[src/rtl/cnt_bank_pkg.sv]
// cnt_bank_pkg: shared state encodings and index-width helper for the counter bank controller
package cnt_bank_pkg;
  typedef enum logic [1:0] {IDLE, RAMP, RUN} run_state_t;
  typedef enum logic {R_IDLE, R_DRAIN} rd_state_t;
  function automatic int idx_w(input int n);
    return (n > 1) ? $clog2(n) : 1;
  endfunction
endpackage

[src/rtl/cnt_bank_snap_stream.sv]
// cnt_bank_snap_stream: coherent counter snapshot streamed out one word per valid/ready beat
module cnt_bank_snap_stream
  import cnt_bank_pkg::*;
#(
  parameter int NUM_CNT  = 3,
  parameter int CNT_BITS = 40
) (
  input  logic                          clk,
  input  logic                          reset,
  input  logic                          cmd_snap,
  input  logic [NUM_CNT*CNT_BITS-1:0]   cnt_bus,
  input  logic                          rd_ready,
  output logic                          rd_valid,
  output logic [CNT_BITS-1:0]           rd_data,
  output logic [idx_w(NUM_CNT)-1:0]     rd_idx,
  output logic                          rd_last,
  output logic                          snap_busy
);
  localparam int IW = idx_w(NUM_CNT);
  localparam logic [IW-1:0] LAST_IDX = IW'(NUM_CNT - 1);
  rd_state_t state, state_nxt;
  logic [IW-1:0] idx_nxt;
  logic [CNT_BITS-1:0] snap_q [2**IW];
  logic take;
  assign take      = state == R_IDLE && cmd_snap;
  assign rd_valid  = state == R_DRAIN;
  assign snap_busy = rd_valid;
  assign rd_last   = rd_valid && rd_idx == LAST_IDX;
  assign rd_data   = rd_valid ? snap_q[rd_idx] : '0;
  // Capture all counters on one edge so the snapshot is atomic
  always_ff @(posedge clk)
    if (take)
      for (int i = 0; i < NUM_CNT; i++) snap_q[i] <= cnt_bus[i*CNT_BITS +: CNT_BITS];
  // Readout state and index registers
  always_ff @(posedge clk) begin
    if (reset) begin
      state  <= R_IDLE;
      rd_idx <= '0;
    end else begin
      state  <= state_nxt;
      rd_idx <= idx_nxt;
    end
  end
  // Start a stream from idle, advance the index on each transfer, stop after the last word
  always_comb begin
    state_nxt = state;
    idx_nxt   = rd_idx;
    if (take) begin
      state_nxt = R_DRAIN;
      idx_nxt   = '0;
    end else if (rd_valid && rd_ready) begin
      state_nxt = rd_last ? R_IDLE : R_DRAIN;
      idx_nxt   = rd_last ? '0 : rd_idx + IW'(1);
    end
  end
endmodule

[src/rtl/cnt_bank_ctrl.sv]
// cnt_bank_ctrl: staggered enable ramp, clear/stop control, zero detect and snapshot readout for a counter bank
module cnt_bank_ctrl
  import cnt_bank_pkg::*;
#(
  parameter int NUM_CNT  = 3,
  parameter int CNT_BITS = 40,
  parameter int STAGGER  = 1
) (
  input  logic                        clk,
  input  logic                        reset,
  input  logic                        cmd_start,
  input  logic                        cmd_stop,
  input  logic                        cmd_clear,
  input  logic                        cmd_snap,
  input  logic [NUM_CNT*CNT_BITS-1:0] cnt_bus,
  output logic [NUM_CNT-1:0]          cnt_en,
  output logic                        cnt_clr,
  output logic                        running,
  output logic                        all_zero,
  output logic                        rd_valid,
  input  logic                        rd_ready,
  output logic [CNT_BITS-1:0]         rd_data,
  output logic [idx_w(NUM_CNT)-1:0]   rd_idx,
  output logic                        rd_last,
  output logic                        snap_busy
);
  localparam int RW   = $clog2(NUM_CNT*STAGGER + 1);
  localparam int LAST = (NUM_CNT - 1) * STAGGER;
  run_state_t state, state_nxt;
  logic [RW-1:0] ramp, ramp_nxt;
  logic [NUM_CNT-1:0] en_nxt, nz_q;
  logic clr_nxt;
  // Command decode with clear > stop > start; the ramp counter paces enable turn-on
  always_comb begin
    state_nxt = state;
    ramp_nxt  = ramp;
    clr_nxt   = 1'b0;
    if (cmd_clear) begin
      state_nxt = IDLE;
      clr_nxt   = 1'b1;
    end else if (cmd_stop) begin
      state_nxt = IDLE;
    end else if (cmd_start && state == IDLE) begin
      state_nxt = LAST == 0 ? RUN : RAMP;
      ramp_nxt  = '0;
    end else if (state == RAMP) begin
      ramp_nxt  = ramp + RW'(1);
      state_nxt = 32'(ramp_nxt) == LAST ? RUN : RAMP;
    end
    for (int i = 0; i < NUM_CNT; i++)
      en_nxt[i] = state_nxt == RUN || (state_nxt == RAMP && 32'(ramp_nxt) >= i*STAGGER);
  end
  // Run state and registered enable/clear/running outputs
  always_ff @(posedge clk) begin
    if (reset) begin
      state   <= IDLE;
      ramp    <= '0;
      cnt_en  <= '0;
      cnt_clr <= 1'b0;
      running <= 1'b0;
    end else begin
      state   <= state_nxt;
      ramp    <= ramp_nxt;
      cnt_en  <= en_nxt;
      cnt_clr <= clr_nxt;
      running <= state_nxt != IDLE;
    end
  end
  // Two-stage zero detect: per-counter OR-reduce, then NOR across the bank
  always_ff @(posedge clk) begin
    if (reset) begin
      nz_q     <= '1;
      all_zero <= 1'b0;
    end else begin
      for (int i = 0; i < NUM_CNT; i++) nz_q[i] <= |cnt_bus[i*CNT_BITS +: CNT_BITS];
      all_zero <= ~|nz_q;
    end
  end
  cnt_bank_snap_stream #(.NUM_CNT(NUM_CNT), .CNT_BITS(CNT_BITS)) u_snap (
    .clk(clk),
    .reset(reset),
    .cmd_snap(cmd_snap),
    .cnt_bus(cnt_bus),
    .rd_ready(rd_ready),
    .rd_valid(rd_valid),
    .rd_data(rd_data),
    .rd_idx(rd_idx),
    .rd_last(rd_last),
    .snap_busy(snap_busy)
  );
endmodule

[config.mk]
export PLATFORM = sky130hd
export DESIGN_NAME = cnt_bank_ctrl
export DESIGN_NICKNAME = d
export VERILOG_FILES = /design/src/rtl/cnt_bank_pkg.sv /design/src/rtl/cnt_bank_snap_stream.sv /design/src/rtl/cnt_bank_ctrl.sv
export SDC_FILE = /design/constraint.sdc
export NUM_CORES = 1
export LEC_CHECK = 0
export CORE_UTILIZATION = 50
export DETAILED_ROUTE_END_ITERATION = 12
export PLACE_DENSITY_LB_ADDON = 0.2
export RECOVER_POWER = 25
export SYNTH_ARGS = -nofsm -noshare
export SYNTH_HDL_FRONTEND = slang
export SYNTH_SLANG_ARGS = --single-unit
[constraint.sdc]
create_clock -name clk -period 16.57 [get_ports clk]
set_clock_uncertainty 0.15 [all_clocks]
set_input_delay 3.314 -clock clk [delete_from_list [all_inputs] [get_ports clk]]
set_output_delay 3.314 -clock clk [all_outputs]
set_load 0.005 [all_outputs]
==> results of run 1 <==
## synth_stat cells
cell type  number
and2_1         41
nand2b_1        3
clkbuf_1       16
and3b_1         1
nand4_1         6
inv_1           2
o21ai_0        40
nor4_1         29
or3_1           4
nand3_1         4
a21oi_1         5
nor2b_1         5
nor3_1          4
ha_1            4
a41o_1          1
nand4b_1        1
dfxtp_1        18
a211oi_1        1
nor4bb_1        1
nand2_1        41
a31o_1          1
mux2i_1        42
buf_4           5
nor4b_4         1
nor3b_1         1
nor2_1          8
xnor2_1         1
edfxtp_1      120
## registers in the layout, indices dropped and copies added (netlist names), named ones only
register         count
ramp                 2
u_snap.rd_idx        2
state                2
nz_q                 3
cnt_en               3
u_snap.rd_valid      1
cnt_clr              1
u_snap.snap_q      120
running              1
all_zero             1
## final cells by class
class	count	area, um2	area share, %
repair buffers	182	1810	22.4
well taps	140	175	2.17
flip-flops and latches	138	3970	49.2
clock inverters	12	86.3	1.07
inverters	2	7.51	0.0931
clock buffers	20	447	5.54
multi-input cells	245	1570	19.5
## layout by cell type (no fill, tap or decap), drive strengths merged, types with 3 or more instances in the layout
cell,Yosys,routed
or3,4,4
ha,4,4
o21ai,40,40
and2,41,41
nand3,4,4
nand2b,3,3
edfxtp,120,120
inv,2,10
mux2i,42,42
nand4,6,6
nor3,4,4
nor2,8,8
nand2,41,41
nor4,29,29
clkinv,0,4
nor2b,5,5
dfxtp,18,18
dlygate4sd3,0,77
clkdlybuf4s50,0,100
clkbuf,16,20
buf,5,5
a21oi,5,5
## worst max-delay path, delay by kind of cell, from the launching register on
| family | cells | cell delay [ns] |
|---|---|---|
| buf+inv | 2 | 1.04 |
| flops | 1 | 0.55 |
| simple gates | 1 | 0.18 |
| compound gates | 1 | 0.17 |
| mux | 1 | 0.16 |
## logic make-up after synthesis
| kind of cell | count (synthesis) |
|---|---|
| fa+ha+maj | 4 |
| buf+inv | 23 |
| simple gates | 150 |
| flops | 138 |
| xor+xnor | 1 |
| compound gates | 48 |
| mux | 42 |
## worst paths after layout
kind | endpoint | slack [ns] | depth (start not counted)
setup / recovery | rd_data[38] | 10.47 | 5
hold / removal | all_zero | 0.25 | 1
setup reg to reg | u_snap.snap_q[0][4] | 14.64 | 2
hold reg to reg | all_zero | 0.25 | 1
## where the power goes
group / switching (W) / internal, W
Clock: 0.000143 / 0.000195
Combinational: 0.0000328 / 0.0000455
Sequential: 0.00000674 / 0.000399
## per-layer routing
| layer | vias to the layer above | routed length, um | global-route usage [%] |
|---|---|---|---|
| met4 | 0 | 162 | 8.41 |
| met1 | 1943 | 5430 | 29.6 |
| met3 | 13 | 933 | 6.15 |
| li1 | 1888 | - | - |
| met5 | - | 0 | 0 |
| met2 | 145 | 6830 | 39.4 |
## per-stage QoR
step / hold slack [ns] / util (%) / setup WS (ns) / cells
global route: 0.277 / 74.1 / 10.29 / 739
global placement: 0.227 / 69.2 / 11.02 / 707
detailed placement: 0.239 / 69.2 / 10.98 / 707
CTS: 0.257 / 74.1 / 10.43 / 739
floorplan: 0.223 / - / 7.29 / 406
finish: 0.251 / 74.1 / 10.47 / 739
==> flow_summary.json, run 1 <==
{
  "status": "completed",
  "report.final.slew_viol_count": 0,
  "period_needed_ns": 6.10,
  "synthMuxAreaShare_pct": 7.46,
  "worst_slew_pin_slew_ns": 0.783,
  "maxCapViolations": 0,
  "drc": 0,
  "max_stage_delay_ns": 0.55,
  "drive_gt1_share_pct": 6.51,
  "power.density_nw_per_um2": 102,
  "antenna_found_initial": 0,
  "synthAdderAreaFrac_pct": 0.888,
  "finish.instance_area_um2": 8060,
  "area_delta_synth_final_pct": 43.1,
  "crit_slowest_cell": "dfxtp_2",
  "place_area_um2": 7530,
  "rsz0062_at_grt": "false",
  "ios": 178,
  "slew_headroom_pct": 47.8,
  "vias": 3989,
  "clockRootBuffer": "clkbuf_8",
  "first_pass_iters": 4,
  "start_kind": "register",
  "drt_iter0_drc": 205,
  "dieArea_um2": 11700,
  "synth_top_area_share_pct": 64.0,
  "critPathArrivalTime_ns": 2.64,
  "drt_wl_total_um": 13400,
  "critPathKind": "reg -> out",
  "floorplan.initialDensity_pct": 51.7,
  "yosysSeqAreaShare_pct": 70.4,
  "grt_usage_pct": 23.6,
  "dieWidth_um": 108,
  "layout.nets": 717,
  "finalCritPeriodShare_pct": 36.8,
  "crit_chain": "buf_4 -> mux2i_1 -> o21ai_0 -> and2_1 -> clkdlybuf4s50_1",
  "grt_max_degree": 65,
  "worstHoldStart": "nz_q[2]",
  "routedWlPerCell_um": 18.1,
  "postRouteAntennaNets": 0,
  "synthXorXnorAreaFrac_pct": 0.155,
  "cts_max_level": 4,
  "power.total_w": 0.000821,
  "coreArea_um2": 10900,
  "vias_per_cell": 5.40,
  "fmax_mhz": 164,
  "min_path_type": "reg -> reg",
  "postCtsSetupBuffers": 0,
  "ys_warn_count": 0,
  "cts-buffers-inserted": 17,
  "critPathMaxFanout": 29,
  "finalSetupTns_ns": 0,
  "synth.avg_cell_area_um2": 13.9,
  "setup_violations": 0,
  "synthCells": 406,
  "cts.clk_slew.worst_paths_ns": 0.06,
  "vdd_ir_drop_max_v": 0.0000594,
  "synth_area_leader_cell": "edfxtp_1",
  "n_fill_cell": 748,
  "cp.required_ns": 13.11,
  "grt_pass1_wl_um": 20100,
  "cts_hold_buf": 0,
  "grt_pass1_vias": 3924,
  "final-hold-violation-count": 0,
  "synth_simple_gate_area_share_pct": 14.8,
  "finalWeightedCongestion": 0.805,
  "ys_types": 28,
  "power_leakage_nw": 2.70,
  "syn-num-nets": 537,
  "synth_seq_cells": 138,
  "num_rows": 38,
  "cts_tree": "done",
  "timing.rr.start": "u_snap.rd_valid",
  "diodes": 0,
  "fp.dieH_um": 108,
  "setup.worst_path.end_class": "primary output",
  "synth.area.top_cells": "edfxtp_1 (64%), mux2i_1 (7.5%), dfxtp_1 (6.4%)",
  "syn_area_um2": 5630,
  "overflow": 0,
  "port_buffers": 177,
  "ctsResizeCount": 0,
  "cts_num_sinks": 138,
  "synth_top_family_by_area": "simple AND/OR/NAND/NOR gates",
  "synth_compound_area_share_pct": 4.46,
  "clk_path_buf_depth": 2,
  "insertion_delay_ns": 0.50,
  "dp_hpwl_um": 9660
}
Power figures use the tool's default switching activity.
==> run 2, diff against run 1 <==
--- a/config.mk
+++ b/config.mk
@@ -5,7 +5,7 @@
 export SDC_FILE = /design/constraint.sdc
 export NUM_CORES = 1
 export LEC_CHECK = 0
-export CORE_UTILIZATION = 50
+export CORE_UTILIZATION = 46
 export DETAILED_ROUTE_END_ITERATION = 12
 export PLACE_DENSITY_LB_ADDON = 0.2
 export RECOVER_POWER = 25
==> constraint.sdc (replaced) <==
create_clock -name clk -period 5.75 [get_ports clk]
set_clock_uncertainty 0.15 [all_clocks]
set_input_delay 1.15 -clock clk [delete_from_list [all_inputs] [get_ports clk]]
set_output_delay 1.15 -clock clk [all_outputs]
set_load 0.005 [all_outputs]
==> flow_summary.json, run 2 (same netlist as run 1, synthesis figures left out) <==
{
  "r2r_cells": 3,
  "grt_usage_pct": 21.9,
  "whs_ns": 0.247,
  "vdd_ir_drop_max_v": 0.000200,
  "dp_hpwl_um": 9810,
  "cts_max_level": 4,
  "rsz0062_at_grt": "false",
  "postCtsSetupBuffers": 0,
  "maxCapViolations": 0,
  "cts_hold_buf": 0,
  "num_rows": 40,
  "dieWidth_um": 113,
  "finalCritPeriodShare_pct": 66.8,
  "cts-buffers-inserted": 17,
  "fp.dieH_um": 113,
  "port_buffers": 177,
  "vias": 3914,
  "largest_register_ffs": 120,
  "power.density_nw_per_um2": 296,
  "layout.nets": 717,
  "largest-register": "u_snap.snap_q",
  "clockRootBuffer": "clkbuf_16",
  "crit_end": "rd_data[13]",
  "setup.worst_path.end_class": "primary output",
  "final_common_cell": "edfxtp_1",
  "critPathArrivalTime_ns": 2.54,
  "cts_tree": "done",
  "status": "completed",
  "r2r_end": "u_snap.snap_q[1][8]",
  "cts.clk_slew.worst_paths_ns": 0.05,
  "min_path_type": "reg -> reg",
  "max_stage_delay_ns": 0.64,
  "ctsResizeCount": 0,
  "antenna_found_initial": 0,
  "final-hold-violation-count": 0,
  "crit_slowest_cell": "dfxtp_2",
  "cp.required_ns": 4.45,
  "grt_pass1_vias": 3961,
  "crit_chain": "buf_4 -> mux2i_1 -> o21ai_0 -> and2_1 -> clkdlybuf4s50_1",
  "period_needed_ns": 3.84,
  "slew_headroom_pct": 39.9,
  "dp_cells": 714,
  "power_leakage_nw": 2.70,
  "insertion_delay_ns": 0.40,
  "drt_iter0_drc": 302,
  "setup_violations": 0,
  "first_pass_iters": 4,
  "coreArea_um2": 12000,
  "grt_max_degree": 76,
  "critPathMaxFanout": 25,
  "overflow": 0,
  "drive_gt1_share_pct": 5.51,
  "report.final.slew_viol_count": 0,
  "final-instance-count-excl-fill": 746,
  "drc": 0,
  "n_fill_cell": 895,
  "grt_pass1_wl_um": 20300,
  "r2r_slack_ns": 3.42,
  "routedWlPerCell_um": 17.7,
  "finalSetupTns_ns": 0,
  "postRouteAntennaNets": 0,
  "worst_slew_pin_slew_ns": 0.902,
  "start_kind": "register",
  "vias_per_cell": 5.25,
  "drt_wl_total_um": 13200,
  "fmax_mhz": 260,
  "clk_path_buf_depth": 2,
  "cts_num_sinks": 138,
  "power.total_w": 0.00239,
  "layout_common_cells": "edfxtp_1 (120), clkdlybuf4s50_1 (100), dlygate4sd3_1 (77), mux2i_1 (42)",
  "floorplan.initialDensity_pct": 47.1,
  "ios": 178,
  "diodes": 0,
  "dieArea_um2": 12700,
  "timing.rr.start": "u_snap.rd_valid",
  "finalWeightedCongestion": 0.851,
  "area_delta_synth_final_pct": 43.5,
  "critPathKind": "reg -> out",
  "largestRegisters": "u_snap.snap_q x120, cnt_en x3, nz_q x3"
}
-- run 2: cell count changes in the layout (fill, tap and decap cells not counted), moves of 2 or more --
cell       delta
inv_4         -6
clkinv_1      +5
bufinv_16     +2
inv_6         -2
clkinv_4      -3
clkinv_2      +3
-- run 2: through the flow --
step	worst slack (ns)	utilization (%)	cell area, um2
floorplan	0.884	-	5640
global placement	2.36	63.0	7540
detailed placement	2.29	63.0	7540
CTS	1.87	67.6	8080
global route	1.74	67.6	8080
finish	1.91	67.6	8080
-- run 2: worst min path at each step --
stage,to,depth (start not counted),slack [ns],start
after floorplan,all_zero,1,0.22,nz_q[1]
after global placement,all_zero,1,0.23,nz_q[2]
after detailed placement,all_zero,1,0.23,nz_q[2]
after CTS,all_zero,1,0.25,nz_q[2]
after global routing,all_zero,1,0.27,nz_q[2]
final,all_zero,1,0.25,nz_q[2]
-- run 2: metal layers --
metal / vias to the layer above / global-route usage (%) / share of wire (%)
met2: 150 / 37.5 / 50
li1: 1892 / - / -
met1: 1852 / 26.5 / 42
met4: 0 / 8.09 / 1.7
met5: - / 0 / 0
met3: 20 / 6.05 / 5.9
-- run 2: power by group --
part / switching [W] / internal, W
Combinational: 0.0000943 / 0.000131
Sequential: 0.0000201 / 0.00115
Clock: 0.000367 / 0.000626
-- run 2: layout make-up --
cell class	count	area, um2	share of cell area, %
clock buffer	20	437	5.40
clock inverter	12	106	1.32
inverter	2	7.51	0.0929
multi-input combinational	245	1570	19.4
sequential	138	3970	49.1
tap	147	184	2.28
timing repair buffer	182	1810	22.4
-- run 2: worst max-delay path, delay by kind of cell, from the launching register on --
| family | cells | cell delay (ns) |
|---|---|---|
| DFF | 1 | 0.64 |
| AOI/OAI and AO/OA | 1 | 0.20 |
| muxes | 1 | 0.13 |
| and+or+nand+nor | 1 | 0.15 |
| buffers and inverters | 2 | 0.99 |
